==> src/rtl/button_debouncer.sv <==
// -----------------------------------------------------------------------------
// button_debouncer
//
// Conditions the raw push-button pads (fire, left, right, start, pause) for the
// game logic. Each channel is brought into the clk domain by a two-flop
// synchroniser and then filtered. The filtered level changes only after the
// synchronised input has disagreed with it for DEBOUNCE_CYCLES consecutive
// samples. Any agreeing sample restarts the count from zero.
//
// Ports:
//   clk     system clock
//   reset   synchronous, active-high; clears synchronisers, counters, outputs
//   raw     [N_BTN] asynchronous pad levels, 1 = pressed
//   stable  [N_BTN] debounced level per channel (feeds the press-pulse stage)
//   rise    [N_BTN] one-cycle strobe, registered with the 0->1 flip of stable
//   fall    [N_BTN] one-cycle strobe, registered with the 1->0 flip of stable
//
// Parameters:
//   N_BTN            number of independent channels
//   DEBOUNCE_CYCLES  consecutive disagreeing samples needed to flip (>= 1)
//   CNT_W            counter width, 2**CNT_W >= DEBOUNCE_CYCLES
//   PRESCALE         sample-tick divider (>= 2), prescaler build only
//
// Build option:
//   BTN_DEBOUNCE_PRESCALE_EN  when defined, a shared free-running prescaler
//   produces a one-cycle tick every PRESCALE clocks. The first tick comes
//   PRESCALE clocks after reset release. Counting and flipping then happen
//   only on tick cycles, while the agree-clear still happens on every clock.
//   When the macro is undefined there is no prescaler and every clock samples.
// -----------------------------------------------------------------------------
module button_debouncer #(
  parameter int N_BTN           = 5,
  parameter int DEBOUNCE_CYCLES = 1000000,
  parameter int CNT_W           = 20,
  parameter int PRESCALE        = 100
) (
  input  logic             clk,
  input  logic             reset,
  input  logic [N_BTN-1:0] raw,
  output logic [N_BTN-1:0] stable,
  output logic [N_BTN-1:0] rise,
  output logic [N_BTN-1:0] fall
);

  // ---------------------------------------------------------------------------
  // Elaboration-time parameter sanity
  // ---------------------------------------------------------------------------
  if (DEBOUNCE_CYCLES < 1) begin : g_bad_debounce
    $error("button_debouncer: DEBOUNCE_CYCLES must be >= 1");
  end
  if ((64'd1 << CNT_W) < 64'(DEBOUNCE_CYCLES)) begin : g_bad_cnt_w
    $error("button_debouncer: CNT_W too narrow for DEBOUNCE_CYCLES");
  end
  if (PRESCALE < 2) begin : g_bad_prescale
    $error("button_debouncer: PRESCALE must be >= 2");
  end

  // Terminal count: a mismatch seen while cnt sits here flips the level.
  localparam logic [CNT_W-1:0] CNT_MAX = CNT_W'(DEBOUNCE_CYCLES - 1);

  // ---------------------------------------------------------------------------
  // Two-flop synchroniser, no logic between the stages
  // ---------------------------------------------------------------------------
  logic [N_BTN-1:0] sync1;
  logic [N_BTN-1:0] sync2;

  always_ff @(posedge clk) begin
    if (reset) begin
      sync1 <= '0;
      sync2 <= '0;
    end else begin
      sync1 <= raw;
      sync2 <= sync1;
    end
  end

  // ---------------------------------------------------------------------------
  // Sample tick
  // ---------------------------------------------------------------------------
  logic tick;

`ifdef BTN_DEBOUNCE_PRESCALE_EN
  localparam int              PS_W   = $clog2(PRESCALE);
  localparam logic [PS_W-1:0] PS_MAX = PS_W'(PRESCALE - 1);

  logic [PS_W-1:0] pcnt;

  // Counter starts at 0 out of reset, so the first tick lands PRESCALE
  // clocks after release and then repeats every PRESCALE clocks.
  assign tick = (pcnt == PS_MAX);

  always_ff @(posedge clk) begin
    if (reset) begin
      pcnt <= '0;
    end else if (tick) begin
      pcnt <= '0;
    end else begin
      pcnt <= pcnt + 1'b1;
    end
  end
`else
  assign tick = 1'b1;
`endif

  // ---------------------------------------------------------------------------
  // Per-channel filter and edge strobes
  // ---------------------------------------------------------------------------
  for (genvar g = 0; g < N_BTN; g++) begin : g_chan
    logic [CNT_W-1:0] cnt_q;
    logic [CNT_W-1:0] cnt_d;
    logic             stable_q;
    logic             stable_d;
    logic             rise_q;
    logic             rise_d;
    logic             fall_q;
    logic             fall_d;
    logic             mismatch;

    assign mismatch = (sync2[g] != stable_q);

    always_comb begin
      cnt_d    = '0;
      stable_d = stable_q;
      rise_d   = 1'b0;
      fall_d   = 1'b0;
      if (mismatch) begin
        if (!tick) begin
          // Between ticks a disagreeing sample keeps the count it has.
          cnt_d = cnt_q;
        end else if (cnt_q == CNT_MAX) begin
          // Flip and clear on the same edge, so cnt never passes CNT_MAX.
          stable_d = sync2[g];
          rise_d   = sync2[g];
          fall_d   = ~sync2[g];
        end else begin
          cnt_d = cnt_q + 1'b1;
        end
      end
    end

    always_ff @(posedge clk) begin
      if (reset) begin
        cnt_q    <= '0;
        stable_q <= 1'b0;
        rise_q   <= 1'b0;
        fall_q   <= 1'b0;
      end else begin
        cnt_q    <= cnt_d;
        stable_q <= stable_d;
        rise_q   <= rise_d;
        fall_q   <= fall_d;
      end
    end

    assign stable[g] = stable_q;
    assign rise[g]   = rise_q;
    assign fall[g]   = fall_q;
  end

endmodule

==> config.mk <==
export PLATFORM = sky130hd
export DESIGN_NAME = button_debouncer
export DESIGN_NICKNAME = d
export VERILOG_FILES = /design/src/rtl/button_debouncer.sv
export SDC_FILE = /design/constraint.sdc
export NUM_CORES = 1
export LEC_CHECK = 0
export CAP_MARGIN = 20
export CELL_PAD_IN_SITES_DETAIL_PLACEMENT = 0
export CELL_PAD_IN_SITES_GLOBAL_PLACEMENT = 2
export CORE_ASPECT_RATIO = 1.25
export CORE_MARGIN = 2
export CORE_UTILIZATION = 35
export DETAILED_ROUTE_END_ITERATION = 10
export PLACE_DENSITY_LB_ADDON = 0.1
export SETUP_SLACK_MARGIN = 0.5
export SYNTH_ARGS = -nofsm -noshare
export SYNTH_HDL_FRONTEND = slang
export SYNTH_SLANG_ARGS = --single-unit
export TNS_END_PERCENT = 10
==> constraint.sdc <==
create_clock -name clk -period 2.3 [get_ports clk]
set_input_delay 0.23 -clock clk [delete_from_list [all_inputs] [get_ports clk]]
set_output_delay 0.23 -clock clk [all_outputs]
set_load 0.005 [all_outputs]
==> metrics.txt <==
# TYPE chip_impl_metric gauge
chip_impl_metric{name="seqPwrFrac",unit="%"} 45.4
chip_impl_metric{name="rows",unit=""} 50
chip_impl_metric{name="clk_path_buf_depth",unit=""} 2
chip_impl_metric{name="final_max_slew_viol_count",unit=""} 0
chip_impl_metric{name="gp_congestion",unit=""} 0.733
chip_impl_metric{name="finalClockSkew",unit="ns"} 0.00874
chip_impl_metric{name="fmax",unit="GHz"} 0.542
chip_impl_metric{name="antenna_diodes",unit=""} 0
chip_impl_metric{name="worst-slew-pin-transition",unit="ns"} 0.478
chip_impl_metric{name="maxCapViolations",unit=""} 0
chip_impl_metric{name="area_delta_synth_final",unit="%"} 24.1
chip_impl_info{name="cts_root_buffer",value="sky130_fd_sc_hd__clkbuf_16"} 1
chip_impl_info{name="timing.hold.worst.class",value="input pin to flop"} 1
chip_impl_metric{name="layout-drive-gt1-share",unit="%"} 16.9
chip_impl_metric{name="cp_slowest_stage_delay",unit="ns"} 0.62
chip_impl_metric{name="synth.yosys.seq_area_share",unit="%"} 46.3
chip_impl_metric{name="period_needed",unit="ns"} 1.84
chip_impl_metric{name="switching_share",unit="%"} 19.8
chip_impl_metric{name="worst_r2r_path_depth",unit=""} 4
chip_impl_metric{name="synth_enable_flop_cells",unit=""} 0
chip_impl_metric{name="detailedRoute.firstPassIterationCount",unit=""} 4
chip_impl_info{name="synth_flop_cell",value="sky130_fd_sc_hd__dfxtp_1"} 1
chip_impl_metric{name="synthesis.area",unit="µm²"} 5400
chip_impl_metric{name="vdd.ir_drop.worst",unit="mV"} 0.446
chip_impl_metric{name="power.share.clock",unit="%"} 53.2
chip_impl_info{name="path_cells",value="nand3_2 > or4_4 > or4_1 > a21oi_1"} 1
chip_impl_metric{name="pin_count",unit=""} 22
chip_impl_metric{name="globalRouteTotalUtil",unit="%"} 15.1
chip_impl_metric{name="num-nets-final",unit=""} 663
chip_impl_metric{name="finalSetupTns",unit="ns"} 0
chip_impl_metric{name="initial_utilization",unit="%"} 36.0
chip_impl_metric{name="antenna_found_initial",unit=""} 0
chip_impl_metric{name="ant_nets",unit=""} 0
chip_impl_metric{name="final.fill_count",unit=""} 1492
chip_impl_metric{name="synth.lib_cells_used.distinct",unit=""} 35
chip_impl_metric{name="total_power_divided_by_cell_area",unit="nW/µm²"} 717
chip_impl_metric{name="design.core.area",unit="µm²"} 15000
chip_impl_metric{name="route.detailed.vias_per_inst",unit=""} 5.16
chip_impl_metric{name="timing.max_slew.rel_slack",unit="%"} 67.7
chip_impl_metric{name="finalSetupViolCount",unit=""} 0
chip_impl_metric{name="dpl.hpwl",unit="µm"} 7840
chip_impl_metric{name="vias",unit=""} 4356
chip_impl_metric{name="cp_data_arrival_time",unit="ns"} 2.19
chip_impl_metric{name="synth.avg_cell_area",unit="µm²"} 8.76
chip_impl_info{name="tritoncts",value="built"} 1
chip_impl_metric{name="ys_ff_latch",unit=""} 125
chip_impl_metric{name="design.die.area",unit="µm²"} 16400
chip_impl_info{name="worst_path_max_delay_cell",value="sky130_fd_sc_hd__or4_4"} 1
chip_impl_metric{name="detailedRoute.firstIterationViolations",unit=""} 190
chip_impl_metric{name="cts-hold-fix-buffers",unit=""} 0
chip_impl_metric{name="grt_max_degree",unit=""} 21
chip_impl_metric{name="critical_path.max_fanout",unit=""} 8
chip_impl_metric{name="grt_pass1_wl",unit="µm"} 19500
chip_impl_metric{name="grt_overflow_total",unit=""} 0
chip_impl_metric{name="die_h",unit="µm"} 143
chip_impl_info{name="crit_type",value="flop to flop"} 1
chip_impl_info{name="setup.worst_path.end_class",value="flop"} 1
chip_impl_metric{name="hold_viol",unit=""} 0
chip_impl_metric{name="htreeDepth",unit=""} 4
chip_impl_metric{name="ys_warns",unit=""} 0
chip_impl_metric{name="cts_inserted_buffers",unit=""} 17
chip_impl_info{name="rsz0062_at_grt",value="yes"} 1
chip_impl_metric{name="summed_area_of_non_filler_cells_in_the_final_layout",unit="µm²"} 6700
chip_impl_metric{name="final.period_utilization",unit="%"} 80.2
chip_impl_metric{name="worst_path_required_time",unit="ns"} 2.64
chip_impl_info{name="ys_top_cells_by_area",value="sky130_fd_sc_hd__dfxtp_1 46%, sky130_fd_sc_hd__xnor2_1 6.3%, sky130_fd_sc_hd__nor2_1 5.6%"} 1
chip_impl_metric{name="routed_wirelength",unit="µm"} 11700
chip_impl_metric{name="buffer_ports.inserted",unit=""} 21
chip_impl_metric{name="clkSinkCount",unit=""} 125
chip_impl_info{name="synth_area_leader_cell",value="sky130_fd_sc_hd__dfxtp_1"} 1
chip_impl_metric{name="average_routed_wire_per_standard_cell",unit="µm"} 13.9
chip_impl_metric{name="synth_cells",unit=""} 616
chip_impl_info{name="status",value="complete, no violations"} 1
chip_impl_metric{name="synthArstFlopShare",unit="%"} 0
chip_impl_metric{name="post_detailed_route_drc_marker_count",unit=""} 0
chip_impl_metric{name="worst_skew_pair.late_latency",unit="ns"} 0.41
chip_impl_metric{name="syn_nets",unit=""} 628
chip_impl_metric{name="leakagePower",unit="nW"} 1.99
chip_impl_metric{name="switch_pwr",unit="mW"} 0.953
chip_impl_metric{name="grt_pass1_vias",unit=""} 4195
chip_impl_metric{name="share_comb_of_total_power",unit="%"} 1.4
chip_impl_metric{name="path_clk_slew",unit="ns"} 0.05
chip_impl_metric{name="detailed_place.area",unit="µm²"} 5810
chip_impl_metric{name="die_width",unit="µm"} 115
chip_impl_metric{name="min_delay_path_depth",unit=""} 2
chip_impl_metric{name="power_report.internal_total",unit="mW"} 3.85
chip_impl_metric{name="post-synth-top-area-fraction",unit="%"} 46.3
chip_impl_info{name="startpoint_type",value="flop"} 1
==> logic make-up (layout without fill, tap and decap cells) <==
| family | count (synthesis) | after routing | synth area share (%) |
|---|---|---|---|
| AO/OA/AOI/OAI | 78 | 78 | 8.00 |
| XOR/XNOR | 63 | 63 | 10.2 |
| adder cells (fa/ha/maj) | 5 | 5 | 1.16 |
| buffers and inverters | 52 | 99 | 4.77 |
| flip-flops | 125 | 125 | 46.3 |
| AND/OR/NAND/NOR | 293 | 293 | 29.5 |
==> synth_stat cells (15+ instances only) <==
| cell type | count |
|---|---|
| sky130_fd_sc_hd__a21oi_1 | 37 |
| sky130_fd_sc_hd__buf_4 | 16 |
| sky130_fd_sc_hd__clkbuf_1 | 16 |
| sky130_fd_sc_hd__dfxtp_1 | 125 |
| sky130_fd_sc_hd__inv_1 | 18 |
| sky130_fd_sc_hd__nand2_1 | 27 |
| sky130_fd_sc_hd__nand3_1 | 44 |
| sky130_fd_sc_hd__nand4_1 | 22 |
| sky130_fd_sc_hd__nor2_1 | 81 |
| sky130_fd_sc_hd__o21ai_0 | 22 |
| sky130_fd_sc_hd__o31ai_1 | 15 |
| sky130_fd_sc_hd__or3_1 | 18 |
| sky130_fd_sc_hd__or4_1 | 21 |
| sky130_fd_sc_hd__xnor2_1 | 39 |
| sky130_fd_sc_hd__xor2_1 | 24 |
==> sequential cells by signal, indices dropped and copies added, names as in the netlist <==
name and count:
g_chan.stable_q 5, sync2 5, g_chan.cnt_q 100, sync1 5, g_chan.fall_q 5, g_chan.rise_q 5
==> power by group through the flow <==
stage          Combinational (mW)  Clock, mW  Sequential [mW]
2_1_floorplan              0.0301          0             2.23
3_3_place_gp               0.0578          0             2.23
3_5_place_dp               0.0576          0             2.23
4_1_cts                    0.0644       2.64             2.19
5_1_grt                    0.0755       2.73             2.18
6_report                   0.0681       2.55             2.18
==> layout make-up <==
cell class | instances | area, µm² | area share, %
clock inverter | 6 | 57.6 | 0.859
sequential | 125 | 2540 | 37.9
clock buffer | 25 | 515 | 7.70
tap | 182 | 228 | 3.40
timing repair buffer | 50 | 467 | 6.97
multi-input combinational | 439 | 2830 | 42.2
inverter | 18 | 67.6 | 1.01
==> layer usage <==
metal,track usage [%],routed length [µm]
met5,0,0
met4,5.90,189
met3,4.20,329
met2,26.2,5880
met1,17.4,5330
==> timing repair <==
| action | 4_1_cts | 5_1_grt |
|---|---|---|
| endpoints found under the setup margin | 63 | 87 |
| pin swaps | 6 | 5 |
| hold endpoints to repair | 0 | 0 |
| gates resized for setup | 25 | 31 |
| gates cloned | 2 | 3 |
| buffers inserted | 5 | 6 |
==> layout by cell type, fill, tap and decap left out, types with 3 or more instances in the layout <==
master                            netlist  routed
sky130_fd_sc_hd__nand2_2                0       3
sky130_fd_sc_hd__and3_1                 8       8
sky130_fd_sc_hd__nand2_1               27      24
sky130_fd_sc_hd__xnor2_1               39      39
sky130_fd_sc_hd__nor2_1                81      81
sky130_fd_sc_hd__dfxtp_2                0      16
sky130_fd_sc_hd__xor2_1                24      24
sky130_fd_sc_hd__or3_1                 18      18
sky130_fd_sc_hd__nor4_1                13      11
sky130_fd_sc_hd__dfxtp_4                0       4
sky130_fd_sc_hd__or4_1                 21      14
sky130_fd_sc_hd__inv_1                 18      18
sky130_fd_sc_hd__buf_6                  0       5
sky130_fd_sc_hd__a21oi_1               37      37
sky130_fd_sc_hd__nand4_1               22      22
sky130_fd_sc_hd__dfxtp_1              125     105
sky130_fd_sc_hd__clkbuf_8               0       6
sky130_fd_sc_hd__o31ai_1               15      14
sky130_fd_sc_hd__buf_4                 16      20
sky130_fd_sc_hd__nor3_1                13      13
sky130_fd_sc_hd__and4_1                 9       8
sky130_fd_sc_hd__nor2b_1               11      11
sky130_fd_sc_hd__or4_4                  0       7
sky130_fd_sc_hd__nand3_2                1       5
sky130_fd_sc_hd__clkdlybuf4s50_1        0      21
sky130_fd_sc_hd__clkbuf_16              0      17
sky130_fd_sc_hd__and2_1                 6       6
sky130_fd_sc_hd__nand3_1               44      38
sky130_fd_sc_hd__o21ai_4                0       3
sky130_fd_sc_hd__ha_4                   0       3
sky130_fd_sc_hd__o21ai_0               22      22
sky130_fd_sc_hd__clkinv_2               0       4
sky130_fd_sc_hd__nor4b_1                9       9
==> per-stage QoR <==
step	hold slack [ns]	utilization (%)	worst slack, ns	power (mW)	instances
2_1_floorplan	0.358	-	0.441	2.26	616
5_1_grt	0.370	44.6	0.379	4.99	845
3_3_place_gp	0.423	38.7	0.361	2.29	798
3_5_place_dp	0.433	38.7	0.334	2.29	798
4_1_cts	0.349	43.5	0.469	4.89	836
6_report	0.374	44.6	0.456	4.80	845
==> worst paths after layout <==
| path | end | slack, ns | from |
|---|---|---|---|
| min reg2reg | g_chan[1].cnt_q[0]$_SDFF_PP0_ | 0.44 | g_chan[1].cnt_q[0]$_SDFF_PP0_ |
| max | g_chan[2].cnt_q[18]$_SDFF_PP0_ | 0.46 | g_chan[2].cnt_q[3]$_SDFF_PP0_ |
| max reg2reg | g_chan[2].cnt_q[18]$_SDFF_PP0_ | 0.46 | g_chan[2].cnt_q[3]$_SDFF_PP0_ |
| min | sync1[0]$_SDFF_PP0_ | 0.37 | raw[0] |
==> critical path, delay by kind of cell, from the launching register on <==
kind | cells | cell delay (ns)
AOI/OAI and AO/OA | 1 | 0.15
and+or+nand+nor | 3 | 1.26
DFF | 1 | 0.38
Power figures use the tool's default switching activity.
